### config.mk
export PLATFORM = sky130hd
export DESIGN_NAME = usb_slfifo_wr_ctrl
export DESIGN_NICKNAME = d
export VERILOG_FILES = /design/src/rtl/usb_slfifo_wr_ctrl.sv
export SDC_FILE = /design/constraint.sdc
export NUM_CORES = 1
export LEC_CHECK = 0
export ABC_AREA = 1
export CAP_MARGIN = 20
export CORE_MARGIN = 1
export CORE_UTILIZATION = 53
export DETAILED_ROUTE_END_ITERATION = 8
export GPL_ROUTABILITY_DRIVEN = 0
export MAX_ROUTING_LAYER = met4
export PLACE_DENSITY_LB_ADDON = 0.25
export SLEW_MARGIN = 20
export SYNTH_ARGS = -nofsm -noshare
export SYNTH_HDL_FRONTEND = slang
export SYNTH_SLANG_ARGS = --single-unit
### constraint.sdc
create_clock -name USB_IFCLK -period 2.25 [get_ports USB_IFCLK]
set_clock_uncertainty 0.1 [all_clocks]
set_input_delay 0.5625 -clock USB_IFCLK [delete_from_list [all_inputs] [get_ports USB_IFCLK]]
set_output_delay 0.5625 -clock USB_IFCLK [all_outputs]
set_load 0.02 [all_outputs]
### src/rtl/usb_slfifo_wr_ctrl.sv
// rtl/usb_slfifo_wr_ctrl.sv - CY7C68013A slave FIFO write sequencer
// Streams 16-bit words into the FX2 IN endpoint, closing short packets with PKTEND.
module usb_slfifo_wr_ctrl #(
  parameter logic [1:0] EP_ADDR      = 2'b10,
  parameter int         PKT_WORDS    = 256,
  parameter int         IDLE_TIMEOUT = 1024,
  parameter int         CNT_W        = 32
) (
  input  logic             USB_IFCLK,
  input  logic             USB_RESET2,
  input  logic             enable,
  input  logic [15:0]      s_data,
  input  logic             s_valid,
  output logic             s_ready,
  input  logic             flush,
  input  logic             usb_full_n,
  output logic [15:0]      usb_fd,
  output logic             usb_fd_oe,
  output logic             usb_slwr_n,
  output logic             usb_pktend_n,
  output logic             usb_sloe_n,
  output logic [1:0]       usb_fifoadr,
  output logic             busy,
  output logic [CNT_W-1:0] words_sent,
  output logic [15:0]      pkt_count
);

  localparam int PW = $clog2(PKT_WORDS + 1);
  localparam int TW = $clog2(IDLE_TIMEOUT + 1);

  typedef enum logic [2:0] {
    S_IDLE,
    S_STREAM,
    S_END_GAP,
    S_PKTEND,
    S_POST
  } state_e;

  state_e           state_q, state_d;
  logic             full_q;
  logic [15:0]      fd_q, fd_d;
  logic             slwr_n_q, slwr_n_d;
  logic             pktend_n_q, pktend_n_d;
  logic             busy_q;
  logic [CNT_W-1:0] words_q, words_d;
  logic [15:0]      pkt_count_q, pkt_count_d;
  logic [PW-1:0]    pkt_cnt_q, pkt_cnt_d;
  logic [TW-1:0]    tmo_q, tmo_d;
  logic             flush_pend_q, flush_pend_d;

  logic end_req;
  logic xfer;
  logic pkt_last;

  assign end_req  = flush_pend_q | (tmo_q == TW'(IDLE_TIMEOUT - 1)) | ~enable;
  assign pkt_last = (pkt_cnt_q == PW'(PKT_WORDS - 1));
  // Handshake follows this cycle's enable so a source never pushes into a closing packet.
  assign s_ready  = (state_q == S_STREAM) & full_q & ~end_req;
  assign xfer     = s_ready & s_valid;

  always_comb begin
    state_d      = state_q;
    fd_d         = fd_q;
    slwr_n_d     = 1'b1;
    pktend_n_d   = 1'b1;
    words_d      = words_q;
    pkt_count_d  = pkt_count_q;
    pkt_cnt_d    = pkt_cnt_q;
    tmo_d        = '0;
    flush_pend_d = flush_pend_q | flush;
    case (state_q)
      S_IDLE: begin
        if (enable) state_d = S_STREAM;
      end
      S_STREAM: begin
        if (xfer) begin
          fd_d     = s_data;
          slwr_n_d = 1'b0;
          words_d  = words_q + CNT_W'(1);
          if (pkt_last) begin
            // AUTOIN commits the full packet; a flush landing on the wrap has nothing left to close.
            pkt_cnt_d    = '0;
            pkt_count_d  = pkt_count_q + 16'd1;
            flush_pend_d = 1'b0;
          end else begin
            pkt_cnt_d = pkt_cnt_q + PW'(1);
          end
        end else if (end_req) begin
          if (pkt_cnt_q != '0) begin
            state_d = S_END_GAP;
          end else begin
            flush_pend_d = 1'b0;
            if (!enable) state_d = S_IDLE;
          end
        end else if (pkt_cnt_q != '0) begin
          tmo_d = tmo_q + TW'(1);
        end
      end
      S_END_GAP: begin
        state_d = S_PKTEND;
      end
      S_PKTEND: begin
        pktend_n_d   = 1'b0;
        pkt_cnt_d    = '0;
        pkt_count_d  = pkt_count_q + 16'd1;
        flush_pend_d = 1'b0;
        state_d      = S_POST;
      end
      S_POST: begin
        state_d = enable ? S_STREAM : S_IDLE;
      end
      default: begin
        state_d = S_IDLE;
      end
    endcase
  end

  always_ff @(posedge USB_IFCLK or negedge USB_RESET2) begin
    if (!USB_RESET2) begin
      state_q      <= S_IDLE;
      full_q       <= 1'b0;
      fd_q         <= '0;
      slwr_n_q     <= 1'b1;
      pktend_n_q   <= 1'b1;
      busy_q       <= 1'b0;
      words_q      <= '0;
      pkt_count_q  <= '0;
      pkt_cnt_q    <= '0;
      tmo_q        <= '0;
      flush_pend_q <= 1'b0;
    end else begin
      state_q      <= state_d;
      full_q       <= usb_full_n;
      fd_q         <= fd_d;
      slwr_n_q     <= slwr_n_d;
      pktend_n_q   <= pktend_n_d;
      busy_q       <= (state_d != S_IDLE);
      words_q      <= words_d;
      pkt_count_q  <= pkt_count_d;
      pkt_cnt_q    <= pkt_cnt_d;
      tmo_q        <= tmo_d;
      flush_pend_q <= flush_pend_d;
    end
  end

  assign usb_fd       = fd_q;
  assign usb_fd_oe    = busy_q;
  assign usb_slwr_n   = slwr_n_q;
  assign usb_pktend_n = pktend_n_q;
  assign usb_sloe_n   = 1'b1;
  assign usb_fifoadr  = EP_ADDR;
  assign busy         = busy_q;
  assign words_sent   = words_q;
  assign pkt_count    = pkt_count_q;

endmodule

==> results of run 1 <==
==> stage by stage <==
step / instances / TNS, ns / util (%) / setup WS (ns)
after global placement: 909 / -0.3675 / 67.21 / -0.3675
after detailed placement: 909 / -0.3850 / 67.21 / -0.3850
after CTS: 926 / 0 / 69.50 / 0.005410
after floorplan: 689 / 0 / - / 0.3701
final: 926 / 0 / 69.80 / 0.07451
after global routing: 926 / 0 / 69.80 / 0.003240
==> placed cells by master (no fill, tap or decap), types with 2 or more instances in the layout <==
cell type / n
nand2_1: 287
dfrtp_1: 90
clkdlybuf4s50_1: 86
nor2_1: 83
nand3_1: 46
inv_1: 45
xor2_1: 32
buf_4: 17
o21ai_0: 16
nor3_1: 11
clkbuf_8: 10
inv_2: 7
nand4_1: 7
xnor2_1: 6
nand3b_1: 6
nor2_2: 5
buf_12: 5
ha_1: 4
nand3_2: 3
nand2_2: 3
nor2_4: 3
conb_1: 3
nand4_4: 2
a21oi_1: 2
nand2_4: 2
inv_8: 2
clkinv_4: 2
dlymetal6s2s_1: 2
dfstp_2: 2
==> state kept, by name, summed over array words and instances (netlist names) <==
signal	flops
pkt_cnt_q	9
busy	1
words_sent	32
full_q	1
tmo_q	11
pkt_count	16
state_q	3
flush_pend_q	1
usb_fd	16
usb_slwr_n	1
usb_pktend_n	1
==> report_power, final <==
group | internal, mW | switching (mW)
Clock | 0.464 | 0.661
Sequential | 1.92 | 0.195
Combinational | 0.740 | 0.950
==> area by class of cell <==
cell class,count,area [um2],area share [%]
clock buffer,10,137.6,2.124
sequential,92,2305,35.57
clock inverter,6,65.06,1.004
timing repair buffer,111,1124,17.34
tap,129,161.4,2.491
multi-input combinational,526,2492,38.46
inverter,52,195.2,3.012
==> per-layer routing <==
metal | global-route usage (%) | vias up | share of wire (%)
met5 | - | - | 0
met4 | 9.476 | 0 | 2.3
met3 | 4.387 | 33 | 5.4
li1 | - | 2334 | -
met1 | 34.00 | 2226 | 43
met2 | 43.20 | 168 | 49
==> logic make-up (layout without fill, tap and decap cells) <==
logic type | after synthesis | count (layout) | share of synthesized area [%]
buffers and inverters | 71 | 179 | 6.616
xor gates and xnor gates | 38 | 38 | 6.518
other | 2 | 3 | 0.1471
and+or+nand+nor | 460 | 460 | 38.13
AOI/OAI and AO/OA | 20 | 20 | 2.230
adders and majority gates | 5 | 5 | 1.225
DFF | 92 | 92 | 45.14
==> path summary, 6_finish.rpt <==
path,from,slack (ns),cells past startpoint,to
min in group asynchronous,USB_RESET2,0.52,2,words_sent[22]
min,usb_fd[6],0.39,2,usb_fd[6]
max in group asynchronous,USB_RESET2,0.90,3,usb_slwr_n
min reg2reg,usb_fd[6],0.39,2,usb_fd[6]
max,words_sent[9],0.07,1,words_sent[9]
max reg2reg,words_sent[0],0.31,10,words_sent[30]
==> timing repair <==
item / CTS / global route
setup endpoints to repair: 1 / 3
pin swaps: 0 / 1
setup buffers: 0 / 0
hold endpoints to repair: 13 / 0
hold buffers: 1 / 0
gates resized for setup: 5 / 8
==> metrics, run 1 <==
number of warnings issued by yosys 0; EDFF count, synth 0; H-tree levels 3; ordered list of cells on the worst path clkdlybuf4s50_1; startpoint types flip-flop; most frequently used flop master after synthesis dfrtp_1; detailed placer's ending HPWL 8.958 mm; most frequent cell after synthesis nand2_1; mean number of vias per cell ~5.1; buffer and inverter count on the worst path 1; DRC violations left 0; clock tree from TritonCTS done; first-pass GRT wire length about 21 mm; fill cell total of the finished layout 801; detail-routed net length per standard cell approximately 13 um; top cell types by occurrence after synthesis 289 x nand2_1, 90 x dfrtp_1, 84 x nor2_1; nets@finish between 800 and 900; top cells by area, synth dfrtp_1 44%, nand2_1 21%, nor2_1 6.2%; worst skew pair latency 0.38 ns; Antenna Cells 0; CTS max path bufs 2; top achievable clock speed 459.7 MHz; number of failing setup endpoints in the final timing report 0; number of unique standard cell types used by synthesis 30; unrepaired setup endpoints after global routing yes; Iter 0 DRT Violations 254; via count of the first global-routing pass 4612; synth-to-layout area growth 26.91%; post-synthesis cell type with the largest combined area dfrtp_1; leakage power 3.051 nW; number of sinks driven by the clock tree 92; Overflow after GRT 0; detailed-router iteration count before antenna repair 5; Worst setup EP type output pin; slowest stage cell, crit path clkdlybuf4s50_1; die area between 0.01 and 0.015 mm2; area inside the core boundary 0.009284 mm2; die width 100.2 um; number of register bits inferred by synthesis between 90 and 100; max-slew violation count 0; max incr delay on CP 0.65 ns; WL final 12.09 mm; top fanout value on the critical path 6; endpoints failing hold 0; number of buffers inserted by port buffering 90; cell area after synthesis 0.005106 mm2; worst max-slew margin expressed relative to the limit 57.90%; vias after detailed routing 4761; number of antenna violations at the first check in global routing 0; CTS root buffer clkbuf_8; antenna violation net count after detailed routing 0; hold slack 0.3889 ns; sequential-to-total area share from yosys stat about 45%; class of the tightest hold or removal check flip-flop to flip-flop; max-capacitance violation count 0; effective utilization at floorplan 55.00%; Peak supply drop ~0.63 mV; Power per Cell Area approximately 760 mW/mm2; synthesized netlist cell count about 690; minimum clock period 2.175 ns; I/O pin count 94; clock buffer count from CTS 9; layout cells sized above 1 about 8.5%; ys async rst share 100.0%; clock transition at the registers of the reported paths 0.11 ns; required time worst endpoint 1.59 ns; final clock period utilization by the worst path a little over nine tenths; category of the most critical setup path flip-flop to output pin; slew at the pin closest to its max-slew limit roughly 0.63 ns; die height 100.2 um; maximum number of pins on one net before global-route repair 34; synthesized area per cell approximately 7.4 um2; global-route usage over all layers 26.67%; data arrival time at the worst-slack endpoint ~1.5 ns; run status finished, final reports clean; Top delay family on crit path buffers and inverters; placement-stage cell area 0.006240 mm2; final instance area 0.006480 mm2; area share of the largest cell type after synthesis between 40% and 50%; power consumption between 4 and 5 mW; # rows 35
Note: power is estimated with default switching activity, not from simulation.
==> inputs of run 2 (changes only) <==
--- a/config.mk
+++ b/config.mk
@@ -12,7 +12,8 @@
 export DETAILED_ROUTE_END_ITERATION = 8
 export GPL_ROUTABILITY_DRIVEN = 0
 export MAX_ROUTING_LAYER = met4
-export PLACE_DENSITY_LB_ADDON = 0.25
+export PLACE_DENSITY = 0.81
+export REMOVE_ABC_BUFFERS = 1
 export SLEW_MARGIN = 20
 export SYNTH_ARGS = -nofsm -noshare
 export SYNTH_HDL_FRONTEND = slang
==> metrics, run 2 (synthesis gave the netlist of run 1 again) <==
mean number of vias per cell 5.184 (+0.82%); commonest cells after routing, fill and taps aside 289 x nand2_1, 90 x dfrtp_1, 88 x clkdlybuf4s50_1, 83 x nor2_1, 46 x nand3_1; number of sinks driven by the clock tree 92 (unchanged); slew at the pin closest to its max-slew limit 0.5352 ns (-0.09142 ns); top fanout value on the critical path 3 (-3); number of buffers inserted by port buffering 90 (unchanged); Power per Cell Area 763.0 mW/mm2 (+0.35%); max-slew violation count 0 (unchanged); worst skew pair latency 0.36 ns (-0.02 ns); final core utilization 69.16% (-0.63 points); H-tree levels 3 (unchanged); Post-Place Setup Slack -0.4004 ns (-0.01542 ns); Iter 0 DRT Violations 239 (-5.9%); category of the most critical setup path flip-flop to output pin; CTS max path bufs 2 (unchanged); placed insts 909 (unchanged); number of failing setup endpoints in the final timing report 0 (unchanged); startpoint types flip-flop; setup tns final 0 ns (unchanged); number of antenna violations at the first check in global routing 0 (unchanged); final clock period utilization by the worst path 96.77% (about the same); first-pass GRT wire length 21.00 mm (+1.8%); area inside the core boundary 0.009284 mm2 (unchanged); hold buffer count at CTS 0 (-1); max incr delay on CP 0.39 ns (-0.26 ns); cell occurring most often along the worst timing path nand2_1; layout cells sized above 1 8.407% (-0.13 points); commonest non-fill, non-tap cell in the layout nand2_1; I/O pin count 94 (unchanged); buffer and inverter count on the worst path 1 (unchanged); antenna violation net count after detailed routing 0 (unchanged); Antenna Cells 0 (unchanged); die area 0.01003 mm2 (unchanged); WL final 12.25 mm (+1.4%); placement-stage cell area 0.006215 mm2 (-0.40%); nets@finish 819 (unchanged); global-route usage over all layers 27.02% (+0.35 points); die height 100.2 um (unchanged); maximum number of pins on one net before global-route repair 43 (+26%); top achievable clock speed 459.3 MHz (about the same); leakage power 3.002 nW (-1.6%); hold slack 0.06757 ns (-0.3214 ns); required time worst endpoint 1.59 ns (about the same); max-capacitance violation count 0 (unchanged); data arrival time at the worst-slack endpoint 1.51 ns (about the same); DRC violations left 0 (unchanged); vias after detailed routing 4800 (+0.82%); clock buffer count from CTS 9 (unchanged); Overflow after GRT 0 (unchanged); worst max-slew margin expressed relative to the limit 64.05% (+6.1 points); detail-routed net length per standard cell 13.23 um (+1.4%); minimum clock period 2.177 ns (+0.001824 ns); run status finished, final reports clean; Final Worst Setup Slack 0.07269 ns (-0.001824 ns); final cell count without fillers 926 (unchanged); class of the tightest hold or removal check primary input to asynchronous set/reset pin; effective utilization at floorplan 55.00% (unchanged); Worst setup EP type output pin; via count of the first global-routing pass 4676 (+1.4%); ordered list of cells on the worst path ha_2 -> nand2_1 -> nor2_2 -> nand3_2 -> nand2_1 -> nor2_1 -> buf_4; CTS root buffer clkbuf_8; power consumption 4.899 mW (-0.56%); detailed placer's ending HPWL 9.125 mm (+1.9%); detailed-router iteration count before antenna repair 5 (unchanged); # rows 35 (unchanged); clock transition at the registers of the reported paths 0.09 ns (-0.02 ns); die width 100.2 um (unchanged); endpoints failing hold 0 (unchanged); max FFs per register 32 (unchanged); slowest stage cell, crit path dfrtp_1; synth-to-layout area growth 25.75%; final instance area 0.006421 mm2 (-0.91%); Peak supply drop 0.6090 mV (-2.6%); Top delay family on crit path simple AND/OR/NAND/NOR gates; clock tree from TritonCTS done
-- run 2: cell types whose count changed in the layout (fill, tap and decap cells not counted), sizes merged --
cell / previous run / this run
inv: 55 / 53
buf: 22 / 23
clkdlybuf4s50: 86 / 88
dlymetal6s2s: 2 / 0
clkbuf: 10 / 12
dlygate4sd3: 1 / 0
-- run 2: what timing repair did --
item,in CTS,in global routing
resized for setup,4,3
hold endpoints to repair,0,0
setup endpoints to repair,1,1
buffers inserted,0,1
pin swaps,0,2
cloned,0,0
-- run 2: worst paths after layout --
path	slack (ns)	startpoint	to	depth (start not counted)
hold / removal	0.07	USB_RESET2	words_sent[18]	1
max in group asynchronous	1.29	USB_RESET2	pkt_count[13]	2
setup reg to reg	0.26	words_sent[0]	words_sent[30]	10
hold reg to reg	0.38	usb_fd[10]	usb_fd[10]	2
min in group USB_IFCLK	0.38	usb_fd[10]	usb_fd[10]	2
setup / recovery	0.07	tmo_q[0]	s_ready	7
-- run 2: area by class of cell --
type	count	area, um2
fill	733	2863
multi-input combinational	526	2472
sequential	92	2305
timing repair buffer	111	1091
inverter	52	195.2
clock buffer	12	165.2
tap	129	161.4
clock inverter	4	31.28
-- run 2: layer usage --
layer | up-vias | wire length (um) | GRT usage, %
li1 | 2340 | - | -
met1 | 2265 | 5181 | 33.07
met2 | 161 | 6094 | 44.89
met3 | 34 | 608 | 3.203
met4 | 0 | 367 | 12.60
met5 | - | 0 | -
-- run 2: power breakdown --
part	internal, mW	total (mW)	switching [mW]
clock network	0.500	1.10	0.604
registers	1.92	2.11	0.195
logic	0.724	1.68	0.961
total	3.14	4.90	1.76
==> inputs of run 3 (changes only) <==
--- a/config.mk
+++ b/config.mk
@@ -8,11 +8,11 @@
 export ABC_AREA = 1
 export CAP_MARGIN = 20
 export CORE_MARGIN = 1
-export CORE_UTILIZATION = 53
+export CORE_UTILIZATION = 50
 export DETAILED_ROUTE_END_ITERATION = 8
 export GPL_ROUTABILITY_DRIVEN = 0
 export MAX_ROUTING_LAYER = met4
-export PLACE_DENSITY = 0.81
+export PLACE_DENSITY = 0.77
 export REMOVE_ABC_BUFFERS = 1
 export SLEW_MARGIN = 20
 export SYNTH_ARGS = -nofsm -noshare
==> metrics, run 3 (synthesis gave the netlist of run 1 again) <==
setup tns final 0 ns (unchanged); detail-routed net length per standard cell 12.89 um (-2.6%); global-route usage over all layers 25.02% (-2.0 points); placement-stage cell area 0.006242 mm2 (+0.44%); met3 usage in global routing 3.119% (-0.085 points); mean number of vias per cell 5.038 (-2.8%); clock tree from TritonCTS done; WL final 11.96 mm (-2.4%); data arrival time at the worst-slack endpoint 1.51 ns (about the same); number of antenna violations at the first check in global routing 0 (unchanged); Peak supply drop 0.4592 mV (-25%); max-capacitance violation count 0 (unchanged); run status finished, final reports clean; leakage power 2.993 nW (-0.31%); final cell count without fillers 928 (+0.22%); # rows 36 (+2.9%); slew at the pin closest to its max-slew limit 0.5527 ns (+0.01750 ns); clock buffer count from CTS 9 (unchanged); nets@finish 817 (-0.24%); area inside the core boundary 0.009819 mm2 (+5.8%); H-tree levels 3 (unchanged); Overflow after GRT 0 (unchanged); number of sinks driven by the clock tree 92 (unchanged); slowest stage cell, crit path clkdlybuf4s50_1; worst max-slew margin expressed relative to the limit 63.15% (-0.89 points); die area 0.01062 mm2 (+5.9%); global routing usage on met2 40.51% (-4.4 points); class of the tightest hold or removal check primary input to asynchronous set/reset pin; Power per Cell Area 754.5 mW/mm2 (-1.1%); top achievable clock speed 461.2 MHz (+0.42%); ordered list of cells on the worst path clkdlybuf4s50_1; I/O pin count 94 (unchanged); met1 global-route usage 32.30% (-0.77 points); DRC violations left 0 (unchanged); maximum number of pins on one net before global-route repair 42 (-2.3%); CTS max path bufs 2 (unchanged); startpoint types flip-flop; die width 103.1 um (+2.9%); Final Worst Setup Slack 0.08175 ns (+0.009065 ns); commonest cells after routing, fill and taps aside 289 x nand2_1, 90 x dfrtp_1, 88 x clkdlybuf4s50_1, 83 x nor2_1, 46 x nand3_1; max-slew violation count 0 (unchanged); final clock period utilization by the worst path 96.37% (-0.40 points); power consumption 4.859 mW (-0.82%); category of the most critical setup path flip-flop to output pin; worst skew pair latency 0.37 ns (about the same); number of buffers inserted by port buffering 90 (unchanged); Worst setup EP type output pin; endpoints failing hold 0 (unchanged); commonest non-fill, non-tap cell in the layout nand2_1; Post-Place Setup Slack -0.3928 ns (+0.007588 ns); minimum clock period 2.168 ns (-0.009065 ns); first-pass GRT wire length 19.99 mm (-4.8%); Antenna Cells 0 (unchanged); via count of the first global-routing pass 4371 (-6.5%); antenna violation net count after detailed routing 0 (unchanged); placed insts 911 (+0.22%); CTS root buffer clkbuf_8; vias after detailed routing 4675 (-2.6%); die height 103.1 um (+2.9%); required time worst endpoint 1.59 ns (about the same); max FFs per register 32 (unchanged); synth-to-layout area growth 26.12%; area of combinational cells with multiple inputs 0.002472 mm2 (unchanged); Iter 0 DRT Violations 251 (+5.0%); fill cell total of the finished layout 869 (+19%); hold slack 0.06674 ns (-0.0008395 ns); effective utilization at floorplan 52.00% (-3.0 points); clock transition at the registers of the reported paths 0.09 ns (about the same); detailed placer's ending HPWL 8.935 mm (-2.1%); register cell area after layout 0.002305 mm2 (unchanged); number of failing setup endpoints in the final timing report 0 (unchanged); final instance area 0.006440 mm2 (+0.29%); buffer and inverter count on the worst path 1 (unchanged); max incr delay on CP 0.66 ns (+0.27 ns); layout cells sized above 1 8.050% (-0.36 points); detailed-router iteration count before antenna repair 5 (unchanged); final core utilization 65.58% (-3.6 points); layer carrying the most global-route usage met2; Top delay family on crit path buffers and inverters; top fanout value on the critical path 7 (+4)
## run 3: where the power goes
group	switching [mW]	internal, mW	leakage, nW
logic	0.940	0.736	1.66
clock network	0.598	0.469	0.0892
registers	0.199	1.92	1.24
total	1.74	3.12	2.99
## run 3: final timing paths
check	slack, ns	to	cells after the start	startpoint
max in group asynchronous	1.37	usb_fd[5]	2	USB_RESET2
max reg2reg	0.34	words_sent[21]	11	tmo_q[0]
min	0.07	usb_fd[15]	1	USB_RESET2
min in group USB_IFCLK	0.39	usb_fd[5]	2	usb_fd[5]
min reg2reg	0.39	usb_fd[5]	2	usb_fd[5]
max	0.08	pkt_count[8]	1	pkt_count[8]
## run 3: what timing repair did
item,CTS,global route
setup endpoints to repair,1,1
hold buffers,0,0
gates resized for setup,4,3
buffers inserted,0,1
pin swaps,0,3
## run 3: metal layers
| layer | up-vias | wire length [um] |
|---|---|---|
| li1 | 2328 | - |
| met1 | 2152 | 5203 |
| met2 | 168 | 5772 |
| met3 | 27 | 727 |
| met4 | 0 | 254 |
| met5 | - | 0 |
## run 3: layout make-up
cell class | instances | area share [%]
clock inverters | 4 | 0.5051
repair buffers | 109 | 17.29
multi-input cells | 526 | 38.39
inverters | 52 | 3.031
clock buffers | 12 | 2.409
well taps | 133 | 2.584
flip-flops and latches | 92 | 35.79
